==> config.mk <==
export PLATFORM = sky130hd
export DESIGN_NAME = memoria_ctrl_flat
export DESIGN_NICKNAME = d
export VERILOG_FILES = /design/src/rtl/memoria_ctrl_if.sv /design/src/rtl/memoria_ctrl.sv /design/src/flat_wrapper.sv
export SDC_FILE = /design/constraint.sdc
export NUM_CORES = 1
export LEC_CHECK = 0
export ABC_AREA = 1
export BUFFER_PORTS_ARGS = -buffer_cell sky130_fd_sc_hd__buf_2
export CAP_MARGIN = 25
export CORE_MARGIN = 5
export CORE_UTILIZATION = 55
export CTS_CLUSTER_DIAMETER = 50
export DETAILED_ROUTE_END_ITERATION = 8
export PLACE_DENSITY = 0.78
export SLEW_MARGIN = 0
export SYNTH_ARGS = -nofsm -noshare
export SYNTH_HDL_FRONTEND = slang
export SYNTH_SLANG_ARGS = --single-unit
==> constraint.sdc <==
create_clock -name clk -period 4.3 [get_ports clk]
set_clock_uncertainty 0.2 [all_clocks]
set_input_delay 0.215 -clock clk [delete_from_list [all_inputs] [get_ports clk]]
set_output_delay 0.215 -clock clk [all_outputs]
set_load 0.05 [all_outputs]
==> src/rtl/memoria_ctrl_if.sv <==
// Command and memory-port bundle for memoria_ctrl.
// The slave view belongs to the sequencer; the master view to the command source and memory.
interface memoria_ctrl_if #(
  parameter int unsigned AW = 5,
  parameter int unsigned DW = 14
);
  logic          cmd_valid;
  logic          cmd_ready;
  logic [1:0]    cmd_op;
  logic [AW-1:0] cmd_base;
  logic [AW-1:0] cmd_dst;
  logic [AW:0]   cmd_count;
  logic [DW-1:0] cmd_fill;
  logic          busy;
  logic          done;
  logic          err;
  logic [DW-1:0] sum;
  logic          mem_en;
  logic [AW-1:0] mem_address;
  logic [DW-1:0] mem_datain;
  logic [DW-1:0] mem_dataout;

  modport slave (
    input  cmd_valid, cmd_op, cmd_base, cmd_dst, cmd_count, cmd_fill, mem_dataout,
    output cmd_ready, busy, done, err, sum, mem_en, mem_address, mem_datain
  );

  modport master (
    output cmd_valid, cmd_op, cmd_base, cmd_dst, cmd_count, cmd_fill, mem_dataout,
    input  cmd_ready, busy, done, err, sum, mem_en, mem_address, mem_datain
  );
endinterface

==> src/rtl/memoria_ctrl.sv <==
// Block-command sequencer for the single-port memoria array: FILL, SUM and COPY, one word per cycle.
// Every output is registered; output registers load the values implied by the next state.
module memoria_ctrl #(
  parameter int unsigned AW = 5,
  parameter int unsigned DW = 14
) (
  input  logic           clk,
  input  logic           rst_n,
  memoria_ctrl_if.slave  bus
);
  localparam int unsigned CW = AW + 1;
  localparam logic [1:0] OP_FILL = 2'b00;
  localparam logic [1:0] OP_SUM  = 2'b01;
  localparam logic [1:0] OP_ILL  = 2'b11;

  typedef enum logic [2:0] {S_IDLE, S_FILL, S_SUM, S_CP_RD, S_CP_WR, S_DONE} state_t;

  state_t        r_state, w_state_nxt;
  logic [1:0]    r_op, w_op_nxt;
  logic [AW-1:0] r_base, w_base_nxt;
  logic [AW-1:0] r_dst, w_dst_nxt;
  logic [CW-1:0] r_count, w_count_nxt;
  logic [CW-1:0] r_i, w_i_nxt;
  logic [DW-1:0] r_fill, w_fill_nxt;
  logic [DW-1:0] r_acc, w_acc_nxt;
  logic [DW-1:0] r_hold, w_hold_nxt;
  logic [DW-1:0] r_sum, w_sum_nxt;
  logic          r_cmd_ready, w_cmd_ready_nxt;
  logic          r_busy, w_busy_nxt;
  logic          r_done, w_done_nxt;
  logic          r_err, w_err_nxt;
  logic          r_mem_en, w_mem_en_nxt;
  logic [AW-1:0] r_mem_address, w_mem_address_nxt;
  logic [DW-1:0] r_mem_datain, w_mem_datain_nxt;
  logic          w_last;

  assign w_last = ((r_i + CW'(1)) == r_count);

  // Next-state, datapath and next-output logic
  always_comb begin
    w_state_nxt       = r_state;
    w_op_nxt          = r_op;
    w_base_nxt        = r_base;
    w_dst_nxt         = r_dst;
    w_count_nxt       = r_count;
    w_i_nxt           = r_i;
    w_fill_nxt        = r_fill;
    w_acc_nxt         = r_acc;
    w_hold_nxt        = r_hold;
    w_sum_nxt         = r_sum;
    w_mem_en_nxt      = 1'b0;
    w_mem_address_nxt = '0;
    w_mem_datain_nxt  = '0;

    case (r_state)
      S_IDLE: begin
        if (bus.cmd_valid) begin
          w_op_nxt    = bus.cmd_op;
          w_base_nxt  = bus.cmd_base;
          w_dst_nxt   = bus.cmd_dst;
          w_count_nxt = bus.cmd_count;
          w_fill_nxt  = bus.cmd_fill;
          w_i_nxt     = '0;
          if (bus.cmd_op == OP_SUM) w_acc_nxt = '0;
          if ((bus.cmd_count == '0) || (bus.cmd_op == OP_ILL)) begin
            w_state_nxt = S_DONE;
          end else begin
            case (bus.cmd_op)
              OP_FILL: w_state_nxt = S_FILL;
              OP_SUM:  w_state_nxt = S_SUM;
              default: w_state_nxt = S_CP_RD;
            endcase
          end
        end
      end
      S_FILL: begin
        w_i_nxt = r_i + CW'(1);
        if (w_last) w_state_nxt = S_DONE;
      end
      S_SUM: begin
        w_acc_nxt = r_acc + bus.mem_dataout;
        w_i_nxt   = r_i + CW'(1);
        if (w_last) w_state_nxt = S_DONE;
      end
      S_CP_RD: begin
        w_hold_nxt  = bus.mem_dataout;
        w_state_nxt = S_CP_WR;
      end
      S_CP_WR: begin
        w_i_nxt     = r_i + CW'(1);
        w_state_nxt = w_last ? S_DONE : S_CP_RD;
      end
      S_DONE:  w_state_nxt = S_IDLE;
      default: w_state_nxt = S_IDLE;
    endcase

    // sum moves only on the edge entering DONE for a SUM command
    if ((w_state_nxt == S_DONE) && (w_op_nxt == OP_SUM)) w_sum_nxt = w_acc_nxt;

    w_cmd_ready_nxt = (w_state_nxt == S_IDLE);
    w_busy_nxt      = (w_state_nxt != S_IDLE);
    w_done_nxt      = (w_state_nxt == S_DONE);
    w_err_nxt       = (w_state_nxt == S_DONE) && (w_op_nxt == OP_ILL);

    // Memory port for the cycle about to start; addresses wrap mod 2^AW
    case (w_state_nxt)
      S_FILL: begin
        w_mem_en_nxt      = 1'b1;
        w_mem_address_nxt = w_base_nxt + w_i_nxt[AW-1:0];
        w_mem_datain_nxt  = w_fill_nxt;
      end
      S_SUM, S_CP_RD: w_mem_address_nxt = w_base_nxt + w_i_nxt[AW-1:0];
      S_CP_WR: begin
        w_mem_en_nxt      = 1'b1;
        w_mem_address_nxt = w_dst_nxt + w_i_nxt[AW-1:0];
        w_mem_datain_nxt  = w_hold_nxt;
      end
      default: ;
    endcase
  end

  always_ff @(posedge clk or negedge rst_n) begin
    if (!rst_n) begin
      r_state       <= S_IDLE;
      r_op          <= '0;
      r_base        <= '0;
      r_dst         <= '0;
      r_count       <= '0;
      r_i           <= '0;
      r_fill        <= '0;
      r_acc         <= '0;
      r_hold        <= '0;
      r_sum         <= '0;
      r_cmd_ready   <= 1'b1;
      r_busy        <= 1'b0;
      r_done        <= 1'b0;
      r_err         <= 1'b0;
      r_mem_en      <= 1'b0;
      r_mem_address <= '0;
      r_mem_datain  <= '0;
    end else begin
      r_state       <= w_state_nxt;
      r_op          <= w_op_nxt;
      r_base        <= w_base_nxt;
      r_dst         <= w_dst_nxt;
      r_count       <= w_count_nxt;
      r_i           <= w_i_nxt;
      r_fill        <= w_fill_nxt;
      r_acc         <= w_acc_nxt;
      r_hold        <= w_hold_nxt;
      r_sum         <= w_sum_nxt;
      r_cmd_ready   <= w_cmd_ready_nxt;
      r_busy        <= w_busy_nxt;
      r_done        <= w_done_nxt;
      r_err         <= w_err_nxt;
      r_mem_en      <= w_mem_en_nxt;
      r_mem_address <= w_mem_address_nxt;
      r_mem_datain  <= w_mem_datain_nxt;
    end
  end

  assign bus.cmd_ready   = r_cmd_ready;
  assign bus.busy        = r_busy;
  assign bus.done        = r_done;
  assign bus.err         = r_err;
  assign bus.sum         = r_sum;
  assign bus.mem_en      = r_mem_en;
  assign bus.mem_address = r_mem_address;
  assign bus.mem_datain  = r_mem_datain;
endmodule

==> src/flat_wrapper.sv <==
// flat-port wrapper written by rule: the top's interface ports become plain ports
module memoria_ctrl_flat 
#(
  parameter int unsigned AW = 5,
  parameter int unsigned DW = 14
)
  (clk, rst_n, bus_cmd_valid, bus_cmd_op, bus_cmd_base, bus_cmd_dst, bus_cmd_count, bus_cmd_fill, bus_mem_dataout, bus_cmd_ready, bus_busy, bus_done, bus_err, bus_sum, bus_mem_en, bus_mem_address, bus_mem_datain);
  memoria_ctrl_if #(.AW(AW), .DW(DW)) bus_i ();
  input  logic clk;
  input  logic rst_n;
  input wire logic [$bits(bus_i.cmd_valid)-1:0] bus_cmd_valid;
  input wire logic [$bits(bus_i.cmd_op)-1:0] bus_cmd_op;
  input wire logic [$bits(bus_i.cmd_base)-1:0] bus_cmd_base;
  input wire logic [$bits(bus_i.cmd_dst)-1:0] bus_cmd_dst;
  input wire logic [$bits(bus_i.cmd_count)-1:0] bus_cmd_count;
  input wire logic [$bits(bus_i.cmd_fill)-1:0] bus_cmd_fill;
  input wire logic [$bits(bus_i.mem_dataout)-1:0] bus_mem_dataout;
  output wire logic [$bits(bus_i.cmd_ready)-1:0] bus_cmd_ready;
  output wire logic [$bits(bus_i.busy)-1:0] bus_busy;
  output wire logic [$bits(bus_i.done)-1:0] bus_done;
  output wire logic [$bits(bus_i.err)-1:0] bus_err;
  output wire logic [$bits(bus_i.sum)-1:0] bus_sum;
  output wire logic [$bits(bus_i.mem_en)-1:0] bus_mem_en;
  output wire logic [$bits(bus_i.mem_address)-1:0] bus_mem_address;
  output wire logic [$bits(bus_i.mem_datain)-1:0] bus_mem_datain;
  assign bus_i.cmd_valid = bus_cmd_valid;
  assign bus_i.cmd_op = bus_cmd_op;
  assign bus_i.cmd_base = bus_cmd_base;
  assign bus_i.cmd_dst = bus_cmd_dst;
  assign bus_i.cmd_count = bus_cmd_count;
  assign bus_i.cmd_fill = bus_cmd_fill;
  assign bus_i.mem_dataout = bus_mem_dataout;
  assign bus_cmd_ready = bus_i.cmd_ready;
  assign bus_busy = bus_i.busy;
  assign bus_done = bus_i.done;
  assign bus_err = bus_i.err;
  assign bus_sum = bus_i.sum;
  assign bus_mem_en = bus_i.mem_en;
  assign bus_mem_address = bus_i.mem_address;
  assign bus_mem_datain = bus_i.mem_datain;
  memoria_ctrl #(.AW(AW), .DW(DW)) u_core (.clk(clk), .rst_n(rst_n), .bus(bus_i));
endmodule
# Yosys cells after proc, flatten, opt, wreduce, memory -nomap -nowiden

Cells that the tools add are included.

Input port bits: 49
Output and inout bits: 38
Word-level logic and storage cells: 75
Bits in registers: 107

Reductions and logical operators: 15
Muxes and demuxes: 23
Add/subtract/negate cells: 4
Equality and inequality tests: 15

Operators by type and width:

| cell                                                             | number |
|---|---|
| 14-bit two-way mux                                               | 5 |
| 14-bit case mux with 2 select lines                              | 2 |
| 5-bit two-way mux                                                | 4 |
| 14-bit adder                                                     | 1 |
| 3-bit by 2-bit == test with 1-bit output (second input constant) | 4 |
| 3-bit two-way mux                                                | 4 |
| 3-bit case mux with 4 select lines                               | 1 |
| 6-bit case mux with 2 select lines                               | 1 |
| 5-bit adder                                                      | 2 |
| 5-bit case mux with 2 select lines                               | 1 |
| 3-bit == test (second input constant)                            | 3 |
| 6-bit by 1-bit adder with 6-bit output (second input constant)   | 1 |
| 3-bit by 1-bit == test with 1-bit output (second input constant) | 2 |
| 6-bit == test                                                    | 1 |
| 3-bit zero test                                                  | 2 |
| 6-bit zero test                                                  | 1 |
| 6-bit two-way mux                                                | 1 |
| 3-bit OR reduction                                               | 2 |
| 2-bit by 1-bit == test with 1-bit output (second input constant) | 2 |
| 2-bit == test (second input constant)                            | 2 |
| 2-bit two-way mux                                                | 2 |
| 2-bit case mux with 2 select lines                               | 1 |
| 2-bit AND reduction                                              | 2 |
| 2-bit OR reduction                                               | 2 |
| 7 further kinds                                                  | 8 |

# Longest topological paths before layout

Gate-level depths: netlist (run 1).

Word-level depth: 8
Depth in mapped cells: 19
Mapped depth without buffers: 18

# Least setup slack after synthesis (run 1)

OpenSTA, ideal clock, no wires.

Path type: reg-to-reg
Start: register u_core.r_state[0]
End: register u_core.r_mem_address[4], in the netlist u_core.bus.mem_address[4]
Clock period less this slack: 3.026 ns
Slack: 1.274 ns
Data required time: 4.037 ns
Setup time: 0.063 ns
Stages on the path, launching flop included: 18
Buffers on the path: 2
Arrival time: 2.763 ns
Cells stage by stage: dfrtp_1 > nor2_1 > inv_2 > nor2_1 > nand2_2 > clkbuf_1 > clkbuf_1 > o21ai_0 > o21ai_0 > ha_1 > fa_1 > nand2_1 > nand2_1 > a21oi_1 > xor2_1 > xor2_1 > nand2_1 > inv_1

Word-level cells in the longest chain between the ends: 6
Elaborated cells on any way between the ends: 21
Those cells by class: add/sub (2); eq/ne (8); mux (7); reduce/logical (4)

RTL lines:

| element                                             | line                | text |
|---|---|---|
| start, declared                                     | memoria_ctrl.sv:18  | `state_t r_state, w_state_nxt;` |
| start signal, assigned                              | memoria_ctrl.sv:142 | `r_state <= w_state_nxt;` |
| branches (longest 5 deep; another with 5-bit adder) | --                  |  |
| 5-bit case mux with 2 select lines *                | memoria_ctrl.sv:106 | `case (w_state_nxt)` |
| named net u_core.w_mem_address_nxt[4]               | memoria_ctrl.sv:33  | `logic [AW-1:0] r_mem_address, w_mem_address_nxt;` |
| end signal, assigned                                | memoria_ctrl.sv:157 | `r_mem_address <= w_mem_address_nxt;` |
| end, declared                                       | memoria_ctrl.sv:33  |  |

Mark *: on every way through the listed nets, which the timed path passes.
A chain may end at the register's enable or synchronous reset.

# Worst setup path after layout (run 1)

Start: register u_core.r_state[0]
End: register u_core.r_mem_address[4], in the netlist u_core.bus.mem_address[4]

Elaborated cells on any way between the ends: 21
Those cells by class: add/sub (2); eq/ne (8); mux (7); reduce/logical (4)

RTL lines:

| element                               | line                                                          | text |
|---|---|---|
| 3-bit == test (tied with other cells) | memoria_ctrl.sv:55                                            | `case (r_state)` |
| 3-bit OR reduction (no line)          | --                                                            |  |
| 6-bit case mux with 2 select lines *  | memoria_ctrl.sv:55                                            |  |
| named net u_core.w_i_nxt[1]           | memoria_ctrl.sv:23                                            | `logic [CW-1:0] r_i, w_i_nxt;` |
| 5-bit adder, on equally long branches | memoria_ctrl.sv:115, memoria_ctrl.sv:109, memoria_ctrl.sv:112 |  |
| 5-bit case mux with 2 select lines *  | memoria_ctrl.sv:106                                           |  |
| named net u_core.w_mem_address_nxt[4] | memoria_ctrl.sv:33                                            |  |

Mark *: on every way through the listed nets, which the timed path passes. The rest lies on a longest branch.

==> results.cfg, run 1 <==
[run_status]
outcome = complete, no violations

[power]
power_density_nw_per_um2 = 797
cellLeakagePower_nw = 3.25
vdd_drop_max_uv = 403

[worst_setup_path]
cp_data_arrival_time_ns = 3.36
ff2ff_path_depth = 18
end_kind = flop
worstSetupEndpoint = u_core.bus.mem_address[4]
path_common_cell = nand2_1
crit_path_cell_trace = nor2_1 -> inv_2 -> nor2_4 -> inv_2 -> nand2_1 -> nor2_4 -> nand2_2 -> inv_1 -> nand2_1 -> o21ai_0 -> fa_1 -> nand2_1 -> nand2_1 -> a21oi_1 -> xor2_1 -> xor2_1 -> nand2_1 -> inv_1
worst-path-buf-inv = 4
crit_path_start = u_core.r_state[0]
ff2ff_setup_slack_ns = 1.05
cp-start-kind = flop
path_delay_family = simple AND/OR/NAND/NOR gates
critical_path_depth = 18
timing.critical_path.required_ns = 4.41
worst_path_max_delay_cell = fa_1
timing.critical_path.slowest_cell_delay_ns = 0.51
critPathMaxFanout = 9
worst_r2r_startpoint = u_core.r_state[0]
r2r_end = u_core.bus.mem_address[4]
crit_type = flop to flop

[routing]
dr_wl_cell_um = 14.4
final_antenna_net_count = 0
drt-total-wl_um = 11700
drt_pre_antenna_iters = 5
vias_per_cell = 5.18
drcViolationCount = 0
detailroute.via_count = 4189
drt_first_iter_violations = 167

[clock_network]
post_cts.repair.setup_buffers = 0
clkLatencyLatePin_ns = 0.37
clock_buffer_count_from_cts = 9
h-tree-depth = 3
cts.hold.buffers_added = 47
clock-sinks = 93
cts_tree = done
count_of_cells_resized_by_post_cts_repair = 0
clk_path_buf_depth = 2
worst_setup_hold_path_clk_slew_ns = 0.09
clock-root-buffer = clkbuf_8

[layout]
area_delta_synth_final_pct = 26.3
layout_common_cells = 208 x nand2_1, 92 x dfrtp_1, 85 x buf_2
fin_nets = 767
final_area_um2 = 5890
drive_gt1_share_pct = 20.1
final_common_cell = nand2_1

[placed_design]
place_hpwl_um = 8140
placedInstanceArea_um2 = 5190
routabilityCongestion = 0.969
port_buffers = 86

[timing]
timing.final.setup_violations = 0
slew_headroom_pct = 54.1
unrepaired_setup_endpoints_after_global_routing = no
final-hold-violation-count = 0
max_slew.worst_pin.slew_ns = 0.689
layout_worst_path_cycle_share_pct = 75.5
max_clock_freq_mhz = 308
slew_violations = 0
fin_tns_setup_ns = 0
fin_crit_ns = 3.25

[synthesis]
yosys-top-cells-area = dfrtp_1 49%, nand2_1 17%, inv_1 4.9%, ha_1 4.8%, o21ai_0 4.8%
synth_seq_area_share_pct = 49.9
area_of_the_mapped_netlist_um2 = 4660
flip_flop_and_latch_count_after_synthesis = 93
synthDistinctLibCells = 41
synthesis.area_per_instance_um2 = 8.29
ys.warnings.count = 0
synth_largest_type_area_fraction_pct = 49.4
netlist_instances = 563
synthesis.nets = 632
yosys.area.top_type = dfrtp_1

[worst_hold_path]
worstHoldPathCells = 4
min-delay-path-class = input port to flop

[global_routing]
global_route.usage.met3_pct = 4.30
groute.usage.overall_pct = 23.8
grt_pass1_wl_um = 19300
grt_overflow_total = 0
busiest_layer = met2
met2_usage_pct = 39.0
largest_net_degree_at_the_start_of_global_routing = 53
first_global_vias = 4166
grtUsageMet1_pct = 31.3
antenna_violations_before_repair = 0

[floorplan]
die_area_um2 = 10400
ios = 87
fp-row-count = 33
design.core.area_um2 = 8260
die_w_um = 102
initial_utilization_pct = 56.5
chipHeight_um = 102

[run]
cap_violations = 0
## tightest hold or removal path: stages
cell	delay (ns)
buf_2	0.10
nand2_2	0.14
nand2_1	0.09
nand2_1	0.05
## cell usage after synthesis (all sizes together)
master and count:
nand4 3, o21a 2, nor2 26, o211ai 1, nand3 25, inv 68
dfstp 1, a21boi 1, dfrtp 92, o21ai 50, a21o 2, o22ai 2
a21oi 20, ha 18, a211oi 1, a22o 3, xor2 5, or2 7
fa 2, and2 1, buf 4, o21bai 1, o31ai 1, nand2 212
nand3b 1, clkbuf 9, nor3 5
## registers in the layout, indices dropped and copies added (netlist names), 2 cells and up
register and flops:
u_core.r_state 3, u_core.r_acc 14, u_core.r_base 5, u_core.r_op 2, u_core.r_i 6, u_core.bus.mem_datain 14
u_core.r_fill 14, u_core.r_dst 5, u_core.r_count 6, u_core.bus.sum 14, u_core.bus.mem_address 5
## per-stage QoR
step                power (W)  hold slack (ns)  instances  worst slack, ns  utilization (%)
finish                0.00470           0.0605        809             1.05             71.4
detailed placement    0.00397           0.0959        745             1.12             62.9
floorplan             0.00340           -0.281        563             1.27                -
global placement      0.00390           0.0825        745             1.26             62.9
global route          0.00508           0.0731        808            0.791             71.3
CTS                   0.00469           0.0450        808             1.07             71.3
## where the power goes
| part | switching (W) | total (W) | internal [W] |
|---|---|---|---|
| Clock | 0.000336 | 0.000671 | 0.000336 |
| Sequential | 0.000170 | 0.00144 | 0.00127 |
| Combinational | 0.00181 | 0.00259 | 0.000777 |
## cell families (layout without fill, tap and decap cells)
group,count (synthesis),count (layout),synth area share [%]
flip-flops,93,93,49.9
AND/OR/NAND/NOR,280,280,26.1
AO/OA/AOI/OAI,84,84,10.4
adder cells (fa/ha/maj),20,20,5.69
other,0,1,0
buffers and inverters,81,221,6.89
XOR/XNOR,5,5,0.939
## per-layer routing
layer,share of wire (%),vias to the layer above
li1,-,2048
met1,44,1974
met2,48,143
met3,5.4,24
met4,2.4,0
met5,0,-
## final cells by class
type / count / area [µm²]
Fill cell: 637 / 2360
Antenna cell: 1 / 2.50
Timing Repair Buffer: 137 / 933
Tap cell: 105 / 131
Multi-Input combinational cell: 389 / 2010
Sequential cell: 93 / 2330
Clock inverter: 7 / 104
Clock buffer: 9 / 124
Inverter: 68 / 255
## how the worst min path moves through the flow
stage | to | startpoint | slack [ns]
floorplan | u_core.bus.busy | rst_n | -0.28
global placement | u_core.r_i[5] | rst_n | 0.08
detailed placement | u_core.r_i[5] | rst_n | 0.1
CTS | u_core.r_count[2] | bus_cmd_valid | 0.04
global route | u_core.r_count[2] | bus_cmd_valid | 0.07
finish | u_core.r_count[2] | bus_cmd_valid | 0.06
Note: power is estimated with default switching activity, not from simulation.
==> run 2: changes to the inputs <==
ABC_AREA = 0   (was 1)
CORE_UTILIZATION = 50   (was 55)
PLACE_DENSITY = 0.75   (was 0.78)
clock period = 2.77 ns   (was 4.3 ns; I/O delays follow)
==> results.cfg, run 2 <==
[run_status]
outcome = finished, violations left
failed_checks = setup timing

[layout]
fillers = 583
final_area_um2 = 6420
multi_input_comb_area_um2 = 2320
layout_common_cells = 92 x dfrtp_1, 85 x buf_2, 56 x buf_4
final_common_cell = dfrtp_1
final-seq-area_um2 = 2330
drive_gt1_share_pct = 44.4
fin_nets = 629
area_delta_synth_final_pct = 40.6

[synthesis]
netlist_instances = 374
synthDistinctLibCells = 51
synth-async-reset-ratio_pct = 100
synth-main-ff-cell = dfrtp_1
synth_seq_area_share_pct = 51.0
synth_largest_type_area_fraction_pct = 50.4
yosys-top-cells-area = dfrtp_1 50%, mux2_2 10%, ha_1 4.9%, a32o_1 3.3%, mux2_4 3.3%
top_post_synthesis_cells_by_count = 92 x dfrtp_1, 41 x mux2_2, 24 x nand2_1
yosys.area.top_type = dfrtp_1
synthesis.area_per_instance_um2 = 12.2
flip_flop_and_latch_count_after_synthesis = 93
synthesis.nets = 443
synth_edf_count = 0
area_of_the_mapped_netlist_um2 = 4570
ys.warnings.count = 0
synthMostInstantiatedCell = dfrtp_1

[global_routing]
groute.usage.overall_pct = 22.6
grt_overflow_total = 0
first_global_vias = 3886
antenna_violations_before_repair = 1
grt_pass1_wl_um = 20000
largest_net_degree_at_the_start_of_global_routing = 56

[clock_network]
worst_setup_hold_path_clk_slew_ns = 0.10
clock-sinks = 93
clk_path_buf_depth = 2
cts_tree = done
clkLatencyLatePin_ns = 0.37
clock_buffer_count_from_cts = 9
h-tree-depth = 3
clock-root-buffer = clkbuf_8

[floorplan]
design.core.area_um2 = 8810
ios = 87
chipHeight_um = 106
initial_utilization_pct = 51.8
die_area_um2 = 11100
fp-row-count = 34
die_w_um = 106

[timing]
hold_slack_ns = 0.0487
timing.final.setup_violations = 15
layout_worst_path_cycle_share_pct = 121
fin_crit_ns = 3.35
max_clock_freq_mhz = 299
timing.final.ws_setup_ns = -0.579
slew_headroom_pct = 53.1
max_slew.worst_pin.slew_ns = 0.703
unrepaired_setup_endpoints_after_global_routing = yes
slew_violations = 0
final-hold-violation-count = 0

[worst_setup_path]
ff2ff_setup_slack_ns = -0.58
worst_path_max_delay_cell = dfrtp_1
crit_path_cell_trace = ha_4 -> nand4_1 -> o21ai_2 -> a2111oi_2 -> nand4_1 -> buf_4 -> a32oi_2 -> and2_4 -> buf_6 -> o21ai_2 -> o21ai_1 -> ha_1 -> a21o_1 -> a21oi_2 -> xor2_1 -> xnor2_1 -> nor2_1
cp_data_arrival_time_ns = 3.40
cp-start-kind = flop
timing.critical_path.required_ns = 2.82
crit_type = flop to flop
ff2ff_path_depth = 17
worst_r2r_startpoint = u_core.r_i[0]
end_kind = flop
crit_path_start = u_core.r_i[0]
timing.critical_path.slowest_cell_delay_ns = 0.44
critPathMaxFanout = 5
r2r_end = u_core.bus.mem_address[4]

[power]
cellLeakagePower_nw = 3.10
power_density_nw_per_um2 = 1330
vdd_drop_max_uv = 717

[routing]
dr_wl_cell_um = 18.1
drt-total-wl_um = 12200
vias_per_cell = 5.52
detailroute.via_count = 3723
final_antenna_net_count = 0
drt_pre_antenna_iters = 4
drcViolationCount = 0
drt_first_iter_violations = 169

[placed_design]
place_hpwl_um = 7930
placedInstanceArea_um2 = 5430
port_buffers = 86
routabilityCongestion = 0.903

[worst_hold_path]
min_from = bus_cmd_op[1]
min-delay-path-class = input port to flop
worstHoldPathCells = 3
hold_end = u_core.r_op[1]

[run]
cap_violations = 0
-- run 2: cell count changes in the layout (fill, tap and decap cells not counted), sizes merged, moves of 8 or more --
cell	delta
xor2	+8
nand2	-188
xnor2	+10
o21ai	-30
nand2b	+12
nor2	-10
nand3	-20
inv	-62
a32o	+15
mux2	+51
buf	+57
-- run 2: kinds of logic (layout without fill, tap and decap cells) --
family | count (synthesis) | count (layout) | synth area share (%)
simple gates | 78 | 79 | 9.32
fa+ha+maj | 20 | 20 | 5.81
flops | 93 | 93 | 51.0
xor+xnor | 23 | 23 | 4.41
compound gates | 82 | 82 | 13.3
mux | 52 | 52 | 13.6
buf+inv | 26 | 216 | 2.55
other cells | 0 | 1 | 0
-- run 2: cell type report --
class / count / share of cell area [%]
clock buffer: 10 / 2.14
timing repair buffer: 193 / 21.7
clock inverter: 6 / 1.07
tap: 108 / 2.10
multi-input combinational: 256 / 36.2
sequential: 93 / 36.3
inverter: 7 / 0.487
antenna: 1 / 0.0390
-- run 2: repair_timing --
item,CTS,global route
hold buffers,46,0
pin swaps,15,7
resized for setup,28,16
endpoints found under the setup margin,18,40
cloned,1,0
hold endpoints to repair,96,0
setup buffers,22,4
-- run 2: critical path, delay by kind of cell, from the launching register on --
kind            cells  cell delay, ns
compound gates      7            1.00
simple gates        4            0.52
fa+ha+maj           2            0.47
flops               1            0.44
xor+xnor            2            0.30
buf+inv             2            0.29
-- run 2: worst max path at each step --
stage	endpoint	slack [ns]	cells after the start
floorplan	u_core.bus.mem_address[4]	-0.68	17
global placement	u_core.bus.mem_address[4]	-0.50	15
detailed placement	u_core.bus.mem_address[4]	-0.57	15
CTS	u_core.bus.mem_address[4]	-0.57	16
global route	u_core.bus.mem_address[4]	-0.80	17
finish	u_core.bus.mem_address[4]	-0.58	17
-- run 2: stage by stage --
stage | cells | power, W | util, % | TNS [ns] | worst slack [ns]
6_report | 674 | 0.00857 | 72.9 | -1.91 | -0.579
5_1_grt | 674 | 0.00911 | 72.9 | -4.73 | -0.799
4_1_cts | 679 | 0.00836 | 72.4 | -2.45 | -0.570
3_5_place_dp | 596 | 0.00680 | 61.6 | -1.59 | -0.569
3_3_place_gp | 596 | 0.00665 | 61.6 | -1.27 | -0.501
2_1_floorplan | 374 | 0.00549 | - | -1.80 | -0.675
-- run 2: metal layers --
layer  vias up  share of wire, %  track usage, %
li1       1728                 -               -
met1      1840                42            28.9
met2       132                50            38.5
met3        23               5.5            3.73
met4         0               2.1            8.97
met5         -                 0               0
-- run 2: power by group --
group          switching, W  internal (W)  total (W)
Clock              0.000498      0.000448   0.000946
Combinational       0.00289       0.00246    0.00534
Sequential         0.000303       0.00197    0.00227
==> run 3: changes to the inputs <==
CTS_BUF_LIST = sky130_fd_sc_hd__clkbuf_16   (was default)
==> results.cfg, run 3 (synthesis gave the netlist of run 2 again) <==
[worst_setup_path]
ff2ff_path_depth = 16
cp_data_arrival_time_ns = 3.38
timing.critical_path.slowest_cell_delay_ns = 0.42
end_kind = flop
crit_type = flop to flop
worst-path-buf-inv = 0
worst_path_max_delay_cell = dfrtp_1
critical_path_depth = 16
crit_path_cell_trace = ha_4 -> nand4_1 -> o21ai_2 -> a2111oi_2 -> nand4_1 -> o221a_4 -> and2_4 -> nand2_2 -> o21ai_2 -> ha_2 -> fa_2 -> a21o_1 -> a21oi_2 -> xor2_1 -> xnor2_1 -> nor2_1
cp-start-kind = flop
critPathMaxFanout = 5
timing.critical_path.required_ns = 2.79
path_delay_family = compound AO/OA/AOI/OAI gates

[layout]
n_antenna_cell = 0
fin_nets = 630
layout.core_utilization_pct = 73.4
multi_input_comb_area_um2 = 2280
final-seq-area_um2 = 2330
drive_gt1_share_pct = 44.3
layout_common_cells = 91 x dfrtp_1, 85 x buf_2, 58 x buf_4
fillers = 565
final_common_cell = dfrtp_1
area_delta_synth_final_pct = 41.6

[global_routing]
antenna_violations_before_repair = 0
grt_pass1_wl_um = 20000
first_global_vias = 3902
largest_net_degree_at_the_start_of_global_routing = 56
grt_overflow_total = 0
groute.usage.overall_pct = 22.4

[run]
cap_violations = 0

[power]
cellLeakagePower_nw = 3.14
vdd_drop_max_uv = 710
power_density_nw_per_um2 = 1360

[clock_network]
clock-sinks = 93
worst_setup_hold_path_clk_slew_ns = 0.07
clkLatencyLatePin_ns = 0.34
h-tree-depth = 3
clock_buffer_count_from_cts = 9
clock-root-buffer = clkbuf_16
cts_tree = done
clk_path_buf_depth = 2

[floorplan]
initial_utilization_pct = 51.8
die_area_um2 = 11100
chipHeight_um = 106
ios = 87
die_w_um = 106
fp-row-count = 34
design.core.area_um2 = 8810

[routing]
drt-total-wl_um = 12300
dr_wl_cell_um = 18.2
drt_first_iter_violations = 161
drcViolationCount = 0
vias_per_cell = 5.57
detailroute.via_count = 3756
drt_pre_antenna_iters = 4
final_antenna_net_count = 0

[timing]
max_slew.worst_pin.slew_ns = 0.707
final-hold-violation-count = 0
unrepaired_setup_endpoints_after_global_routing = yes
timing.final.setup_violations = 16
layout_worst_path_cycle_share_pct = 121
fin_crit_ns = 3.36
max_clock_freq_mhz = 297
slew_violations = 0
timing.final.ws_setup_ns = -0.595
slew_headroom_pct = 52.8

[worst_hold_path]
worstHoldPathCells = 2
min-delay-path-class = input port to flop

[placed_design]
port_buffers = 86
place_hpwl_um = 7930
routabilityCongestion = 0.903
post-place-ws_ns = -0.569

[run_status]
outcome = finished, violations left
failed_checks = setup timing
-- run 3: cell count changes in the layout (fill, tap and decap cells not counted), sizes merged --
cell / delta
buf: +2
clkbuf: -1
clkinv: +1
diode: -1
dlygate4sd3: -1
-- run 3: cell type report --
| type | count | share of cell area [%] |
|---|---|---|
| clock inverter | 7 | 1.12 |
| tap | 108 | 2.09 |
| multi-input combinational | 256 | 35.3 |
| inverter | 7 | 0.484 |
| timing repair buffer | 194 | 21.5 |
| clock buffer | 9 | 3.48 |
| sequential | 93 | 36.0 |
-- run 3: path summary, 6_finish.rpt --
kind                                 start                         to  slack [ns]
hold reg to reg            u_core.r_dst[1]            u_core.r_dst[1]        0.30
setup reg to reg             u_core.r_i[1]  u_core.bus.mem_address[4]       -0.59
min in group asynchronous            rst_n            u_core.bus.busy        0.19
hold / removal               bus_cmd_op[0]             u_core.r_op[0]        0.02
max in group asynchronous            rst_n              u_core.r_i[2]        1.44
setup / recovery             u_core.r_i[1]  u_core.bus.mem_address[4]       -0.59
-- run 3: where the power goes --
| part | internal [W] | total, W | switching (W) |
|---|---|---|---|
| clock network | 0.000703 | 0.00123 | 0.000530 |
| logic | 0.00243 | 0.00529 | 0.00286 |
| registers | 0.00198 | 0.00228 | 0.000305 |
| total | 0.00511 | 0.00881 | 0.00369 |
-- run 3: what timing repair did --
item | 4_1_cts | 5_1_grt
pin swaps | 15 | 7
buffers inserted | 22 | 6
setup endpoints to repair | 17 | 38
resized for setup | 27 | 13
cloned | 1 | 0
hold endpoints to repair | 95 | 0
hold buffers | 45 | 0
-- run 3: metrics by stage --
stage                     setup TNS, ns  hold slack (ns)  instances  cell area [µm²]  total power, W
after CTS                         -2.37           0.0235        678             6450         0.00864
after global placement            -1.27           0.0353        596             5430         0.00665
final                             -2.05           0.0214        674             6470         0.00881
after floorplan                   -1.80           -0.357        374             4620         0.00549
after detailed placement          -1.59           0.0394        596             5430         0.00680
after global routing              -4.75           0.0405        674             6470         0.00934
-- run 3: per-layer routing --
metal | global-route usage [%] | part of all wire (%)
met5 | 0 | 0
met1 | 29.3 | 42
met3 | 3.67 | 5.2
met4 | 6.85 | 1.9
met2 | 38.6 | 51
